## src/rtl/MathLib_hw_pkg.sv

```systemverilog
// MathLib_hw_pkg: shared types, constants and width helpers for MathLib hardware engines
package MathLib_hw_pkg;
  typedef enum logic [1:0] {IDLE, ISSUE, DRAIN, OUT} ml_sched_state_e;
  localparam int ML_RAM_RD_LAT = 1;
  function automatic int ml_accw(input int dw, input int cols);
    return 2 * dw + $clog2(cols) + 1;
  endfunction
endpackage

```

## src/rtl/ml_mac_unit.sv

```systemverilog
// ml_mac_unit: signed multiply-accumulate aligned to the RAM read latency
module ml_mac_unit import MathLib_hw_pkg::*; #(
  parameter int DW = 16,
  parameter int ACCW = 35
) (
  input  logic                   clk,
  input  logic                   rst,
  input  logic                   en,
  input  logic                   clr_first,
  input  logic signed [DW-1:0]   a,
  input  logic signed [DW-1:0]   b,
  output logic signed [ACCW-1:0] acc
);
  logic [ML_RAM_RD_LAT-1:0] rd_sr, first_sr;
  logic signed [2*DW-1:0] prod;
  assign prod = a * b;
  // delay the read strobe and first-column flag until the RAM data arrives
  always_ff @(posedge clk)
    if (rst) begin
      rd_sr <= '0;
      first_sr <= '0;
    end else begin
      rd_sr <= (rd_sr << 1) | ML_RAM_RD_LAT'(en);
      first_sr <= (first_sr << 1) | ML_RAM_RD_LAT'(clr_first);
    end
  // restart the sum on the first column, otherwise keep adding sign-extended products
  always_ff @(posedge clk)
    if (rst) acc <= '0;
    else if (rd_sr[ML_RAM_RD_LAT-1]) acc <= (first_sr[ML_RAM_RD_LAT-1] ? '0 : acc) + ACCW'(prod);
endmodule

```

## src/rtl/ml_matvec_sched.sv

```systemverilog
// ml_matvec_sched: sequences one shared MAC over a row-major matrix RAM to stream y = A*x
module ml_matvec_sched import MathLib_hw_pkg::*; #(
  parameter int ROWS = 4,
  parameter int COLS = 4,
  parameter int DW = 16,
  parameter int ACCW = ml_accw(DW, COLS),
  localparam int AW = (ROWS * COLS > 1) ? $clog2(ROWS * COLS) : 1,
  localparam int CW = (COLS > 1) ? $clog2(COLS) : 1,
  localparam int RW = (ROWS > 1) ? $clog2(ROWS) : 1
) (
  input  logic                   clk,
  input  logic                   rst,
  input  logic                   start_i,
  output logic                   busy_o,
  output logic                   done_o,
  output logic                   a_rd_o,
  output logic [AW-1:0]          a_addr_o,
  input  logic signed [DW-1:0]   a_data_i,
  output logic [CW-1:0]          x_addr_o,
  input  logic signed [DW-1:0]   x_data_i,
  output logic                   y_valid_o,
  input  logic                   y_ready_i,
  output logic [RW-1:0]          y_row_o,
  output logic signed [ACCW-1:0] y_data_o
);
  ml_sched_state_e state;
  logic [RW-1:0] row;
  logic [CW-1:0] col;
  logic signed [ACCW-1:0] acc;
  logic last_col, last_row, hs;
  assign last_col = col == CW'(COLS - 1);
  assign last_row = row == RW'(ROWS - 1);
  assign hs = state == OUT && y_ready_i;
  // sequencing FSM with row/column counters; done fires after the final row handshake
  always_ff @(posedge clk)
    if (rst) begin
      state <= IDLE;
      row <= '0;
      col <= '0;
      done_o <= 1'b0;
    end else begin
      done_o <= hs && last_row;
      case (state)
        IDLE: if (start_i) begin
          state <= ISSUE;
          row <= '0;
          col <= '0;
        end
        ISSUE: begin
          col <= last_col ? '0 : col + 1'b1;
          if (last_col) state <= DRAIN;
        end
        DRAIN: state <= OUT;
        OUT: if (y_ready_i) begin
          state <= last_row ? IDLE : ISSUE;
          row <= last_row ? '0 : row + 1'b1;
        end
        default: state <= IDLE;
      endcase
    end
  // addresses and results are forced to zero when not in use
  always_comb begin
    busy_o = state != IDLE;
    a_rd_o = state == ISSUE;
    a_addr_o = a_rd_o ? AW'(32'(row) * COLS + 32'(col)) : '0;
    x_addr_o = a_rd_o ? col : '0;
    y_valid_o = state == OUT;
    y_row_o = y_valid_o ? row : '0;
    y_data_o = y_valid_o ? acc : '0;
  end
  ml_mac_unit #(.DW(DW), .ACCW(ACCW)) u_mac (
    .clk(clk),
    .rst(rst),
    .en(a_rd_o),
    .clr_first(col == '0),
    .a(a_data_i),
    .b(x_data_i),
    .acc(acc)
  );
endmodule
```

## config.mk

```make
export PLATFORM = sky130hd
export DESIGN_NAME = ml_matvec_sched
export DESIGN_NICKNAME = d
export VERILOG_FILES = /design/src/rtl/MathLib_hw_pkg.sv /design/src/rtl/ml_mac_unit.sv /design/src/rtl/ml_matvec_sched.sv
export SDC_FILE = /design/constraint.sdc
export NUM_CORES = 1
export LEC_CHECK = 0
export CAP_MARGIN = 20
export CORE_ASPECT_RATIO = 1.75
export CORE_MARGIN = 3
export CORE_UTILIZATION = 30
export CTS_CLUSTER_SIZE = 14
export DETAILED_ROUTE_END_ITERATION = 8
export GPL_ROUTABILITY_DRIVEN = 0
export SYNTH_ARGS = -nofsm -noshare
export SYNTH_HDL_FRONTEND = slang
export SYNTH_HIERARCHICAL = 1
export SYNTH_SLANG_ARGS = --single-unit
```

## constraint.sdc

```tcl
create_clock -name clk -period 12.2 [get_ports clk]
set_clock_uncertainty 0.1 [all_clocks]
set_input_delay 2.44 -clock clk [delete_from_list [all_inputs] [get_ports clk]]
set_output_delay 2.44 -clock clk [all_outputs]
set_load 0.05 [all_outputs]
```

==> results by stage <==
Status:
- The run finished with clean final reports.

Timing:
- Headroom to the max-slew limit came out at 0.438.
- The number of pins exceeding their max-slew limit in the final report was 0.
- The achievable frequency is 87.9 MHz.
- The time the final worst path needs with I/O delays and setup is 11.37 ns.
- Setup violations remaining at the end of the flow were counted as 0.
- In the finished design, the share of the clock period the worst path needs comes to 0.932.
- Setup repair after global routing left no endpoint under its margin.
- The final-report hold violation count was 0.
- The sum of negative setup slack is 0 ns.
- The actual slew at the worst max-slew pin is 0.840 ns.

Worst setup path:
- The type of origin of the critical path is an input port.
- The data arrival time of the critical path is 11.49 ns.
- For this run, the slowest stage of the critical path takes 0.87 ns.
- The required time at the worst-slack endpoint is 12.32 ns.
- The critical path's slowest cell is sky130_fd_sc_hd__clkdlybuf4s50_1.
- The category of the critical setup timing path is input port to flip-flop.
- In this run the worst setup path begins at x_data_i[2].
- The cell with the most instances on the worst path is sky130_fd_sc_hd__fa_1.
- The destination of the critical timing path is u_mac/acc[34]$_SDFFE_PP0P_.
- Measured in cells, the most critical reg-to-reg path has a length of 14.
- The register-to-register path setup slack is 8.37 ns.
- The worst register-to-register path begins at u_mac/first_sr$_SDFF_PP0_.
- The kind of capture point of the worst setup path is a flip-flop.
- In this run the worst path has a maximum fanout of 16.
- The worst register-to-register path ends at u_mac/acc[34]$_SDFFE_PP0P_.

Clock network:
- The maximum root-to-sink buffer count is 2.
- The number of levels the H-tree was split into is 2.
- After clock tree synthesis, the clock-pin slew on the worst setup and hold paths is 0.06 ns.
- Buffers inserted during clock tree synthesis total 5.
- In this run, post-CTS hold repair placed 0 buffers.
- The sink count of the clock tree is 44.
- Post-CTS repair changed the size of 0 cells.
- TritonCTS built the clock tree.
- The later-pin clock latency in the skew report is 0.30 ns.
- In this run the post-CTS setup repair buffer count came out at 0.
- In this run the clock root is driven by a sky130_fd_sc_hd__clkbuf_16.

Floorplan:
- 83 I/O pins were placed.
- The die outline area is 48400 um^2.
- Measured along the x axis, the die boundary spans 168 um.
- The core region is 45100 um^2.
- The floorplan has 103 rows.
- The die boundary height is 289 um.
- The starting density of the core is 0.304.

Synthesis:
- The xor/xnor cell area share of the yosys netlist is 0.0412.
- The adder-cell area share of the yosys netlist is 0.499.
- The average footprint of a synthesized cell is 8.76 um^2.
- The portion of synthesized area spent on multiplexers is 0.0139.
- The post-synthesis simple-gate area fraction is 0.184.
- The post-synth net total is 1991.
- In this run the cell area of the synthesized design comes to 13700 um^2.
- Of all flip-flops after synthesis, the portion carrying an async set or reset was 0.
- The count of mapped cells out of synthesis is 1566.
- The dominant register cell in the synthesized netlist is sky130_fd_sc_hd__dfxtp_1.
- The post-synthesis sequential element count is 44.
- The register area share after synthesis is 0.0642.
- The number of different library cells used by synthesis comes to 66.
- By area, the combinational part of the netlist is dominated by adder cells.
- The number of flops mapped to enable cells by yosys is 0.
- During synthesis, Yosys emitted a total of 6 warnings.
- The share of the synthesized area in compound gates (AO/OA/AOI/OAI) is 0.0955.

Cells and area:
- The layout overhead on the synthesized area is 11.6%.
- Once layout is done, the placed cells without fillers occupy 15300 um^2.
- The sequential cell area in the final layout is 881 um^2.
- The filler cell count is 4736.
- The final antenna diode count is 0.
- After the last flow step, the layout net total stands at 2043.
- The finished layout holds 2195 standard cells, fillers aside.
- The multi-input combinational cells in the finished layout cover a total of 11400 um^2.
- Of the cells placed in the final design, the portion with a size suffix greater than 1 is 0.0235.
- The utilization after layout is 0.340.

Drt:
- The iteration count of the initial detailed-routing pass is 5.
- The number of violations reported at the end of detailed-routing iteration 0 is 306.
- The detailed router placed 10.3k vias in this run.
- Summed over all layers, the routed wires come to 34100 um.
- The detail-routed net length per standard cell is 15.6 um.
- The via count normalized by instance count is 4.71.
- The total DRC errors in the routed layout is 0.
- The post-detailed-route count of antenna-violating nets is 0.

GRT:
- The via count of the first global-routing pass is 11.7k.
- The global-route wire length before repair is 58000 um.
- The number of antenna violations at the first check in global routing is 0.
- The largest net degree at the start of global routing is 44.
- The sum of overflow across all layers after global routing is 0.
- The overall track demand over capacity in global routing is 0.145.

Worst hold path:
- The path type of the worst min-delay path is flip-flop to flip-flop.

Placed design:
- In this run the tool buffered the top-level ports with 82 buffer cells.
- The cell area after placement is 15200 um^2.
- In this run, placement finished with an instance count of 2187.
- The HPWL after detailed placement is 29400 um.

Run:
- The number of maximum-capacitance violations is 0.
[per-layer routing]
layer	vias to the layer above	GRT usage	routed length, um
met3	70	0.00778	634
met2	183	0.289	18900
met1	5163	0.161	13300
li1	4930	-	-
met4	0	0.0536	1230
met5	-	0	0
[critical path, delay by kind of cell]
family	cells	cell delay, ns
and+or+nand+nor	6	1.39
adders and majority gates	8	3.57
buffers and inverters	5	1.27
muxes	1	0.23
AOI/OAI and AO/OA	12	2.56
[how the worst min path moves through the flow]
stage | from | endpoint | slack [ns] | cells past startpoint
3_5_place_dp | u_mac/acc[30]$_SDFFE_PP0P_ | u_mac/acc[30]$_SDFFE_PP0P_ | 0.37 | 2
3_3_place_gp | u_mac/acc[30]$_SDFFE_PP0P_ | u_mac/acc[30]$_SDFFE_PP0P_ | 0.37 | 2
2_1_floorplan | u_mac/acc[28]$_SDFFE_PP0P_ | u_mac/acc[28]$_SDFFE_PP0P_ | 0.34 | 2
5_1_grt | u_mac/acc[28]$_SDFFE_PP0P_ | u_mac/acc[28]$_SDFFE_PP0P_ | 0.41 | 2
6_report | u_mac/acc[30]$_SDFFE_PP0P_ | u_mac/acc[30]$_SDFFE_PP0P_ | 0.39 | 2
4_1_cts | u_mac/acc[30]$_SDFFE_PP0P_ | u_mac/acc[30]$_SDFFE_PP0P_ | 0.39 | 2
[cell usage in the layout (no fill, tap or decap), drive strengths merged, types with 7 or more instances in the layout]
master / count
inv: 319
fa: 263
and2: 162
nand2: 145
ha: 126
clkdlybuf4s50: 82
nor2: 75
a21oi: 55
xnor2: 47
nor2b: 45
dfxtp: 44
o21ai: 30
a21o: 23
mux2i: 19
a211oi: 17
xor2: 15
buf: 15
nand2b: 13
nor3: 11
nand3: 9
o21bai: 8
a31oi: 7
[final cells by class]
cell class              count  share of cell area
multi-input cells        1150               0.746
inverters                 320              0.0784
repair buffers             97              0.0614
flip-flops and latches     44              0.0575
well taps                 577              0.0471
clock buffers               5             0.00817
clock inverters             2            0.000817
[cells in the mapped netlist, drive strengths merged (3+ instances only)]
library cell | number | area (um^2)
inv | 319 | 1200
fa | 263 | 5270
and2 | 162 | 1020
nand2 | 145 | 544
ha | 126 | 1580
nor2 | 75 | 282
a21oi | 55 | 279
clkbuf | 48 | 180
xnor2 | 47 | 412
nor2b | 45 | 289
dfxtp | 44 | 881
o21ai | 30 | 150
a21o | 23 | 173
mux2i | 19 | 190
a211oi | 17 | 133
xor2 | 15 | 131
nand2b | 13 | 81.3
nor3 | 11 | 55.1
nand3 | 9 | 45.0
o21bai | 8 | 60.1
a31oi | 7 | 43.8
and3 | 6 | 42.5
or3 | 6 | 37.5
a21boi | 5 | 41.3
o211ai | 5 | 37.5
o31ai | 5 | 51.3
a32oi | 4 | 35.0
buf | 4 | 22.5
o21a | 4 | 30.0
a2111oi | 3 | 45.1
a221o | 3 | 30.0
and4 | 3 | 26.3
o221ai | 3 | 26.3
[stage by stage]
stage,setup WS [ns],hold WS [ns]
floorplan,1.97,0.345
CTS,0.817,0.390
detailed placement,0.542,0.373
finish,0.828,0.388
global route,0.164,0.414
global placement,0.708,0.369
[flip-flops by register name, summed over array words and instances, names as in the netlist]
register        cells
row                 2
state               2
done_o              1
col                 2
u_mac/rd_sr         1
u_mac/first_sr      1
u_mac/acc          35
[cells by family (layout without fill, tap and decap cells)]
group / after synthesis / after routing
multiplexers: 19 / 19
flip-flops: 44 / 44
buffers and inverters: 372 / 424
AO/OA/AOI/OAI: 191 / 191
XOR/XNOR: 63 / 63
AND/OR/NAND/NOR: 488 / 488
adder cells (fa/ha/maj): 389 / 389
Power is left out: the tool's default activity adds up to more than one toggle a clock period on the data nets, which glitch-free logic cannot reach.
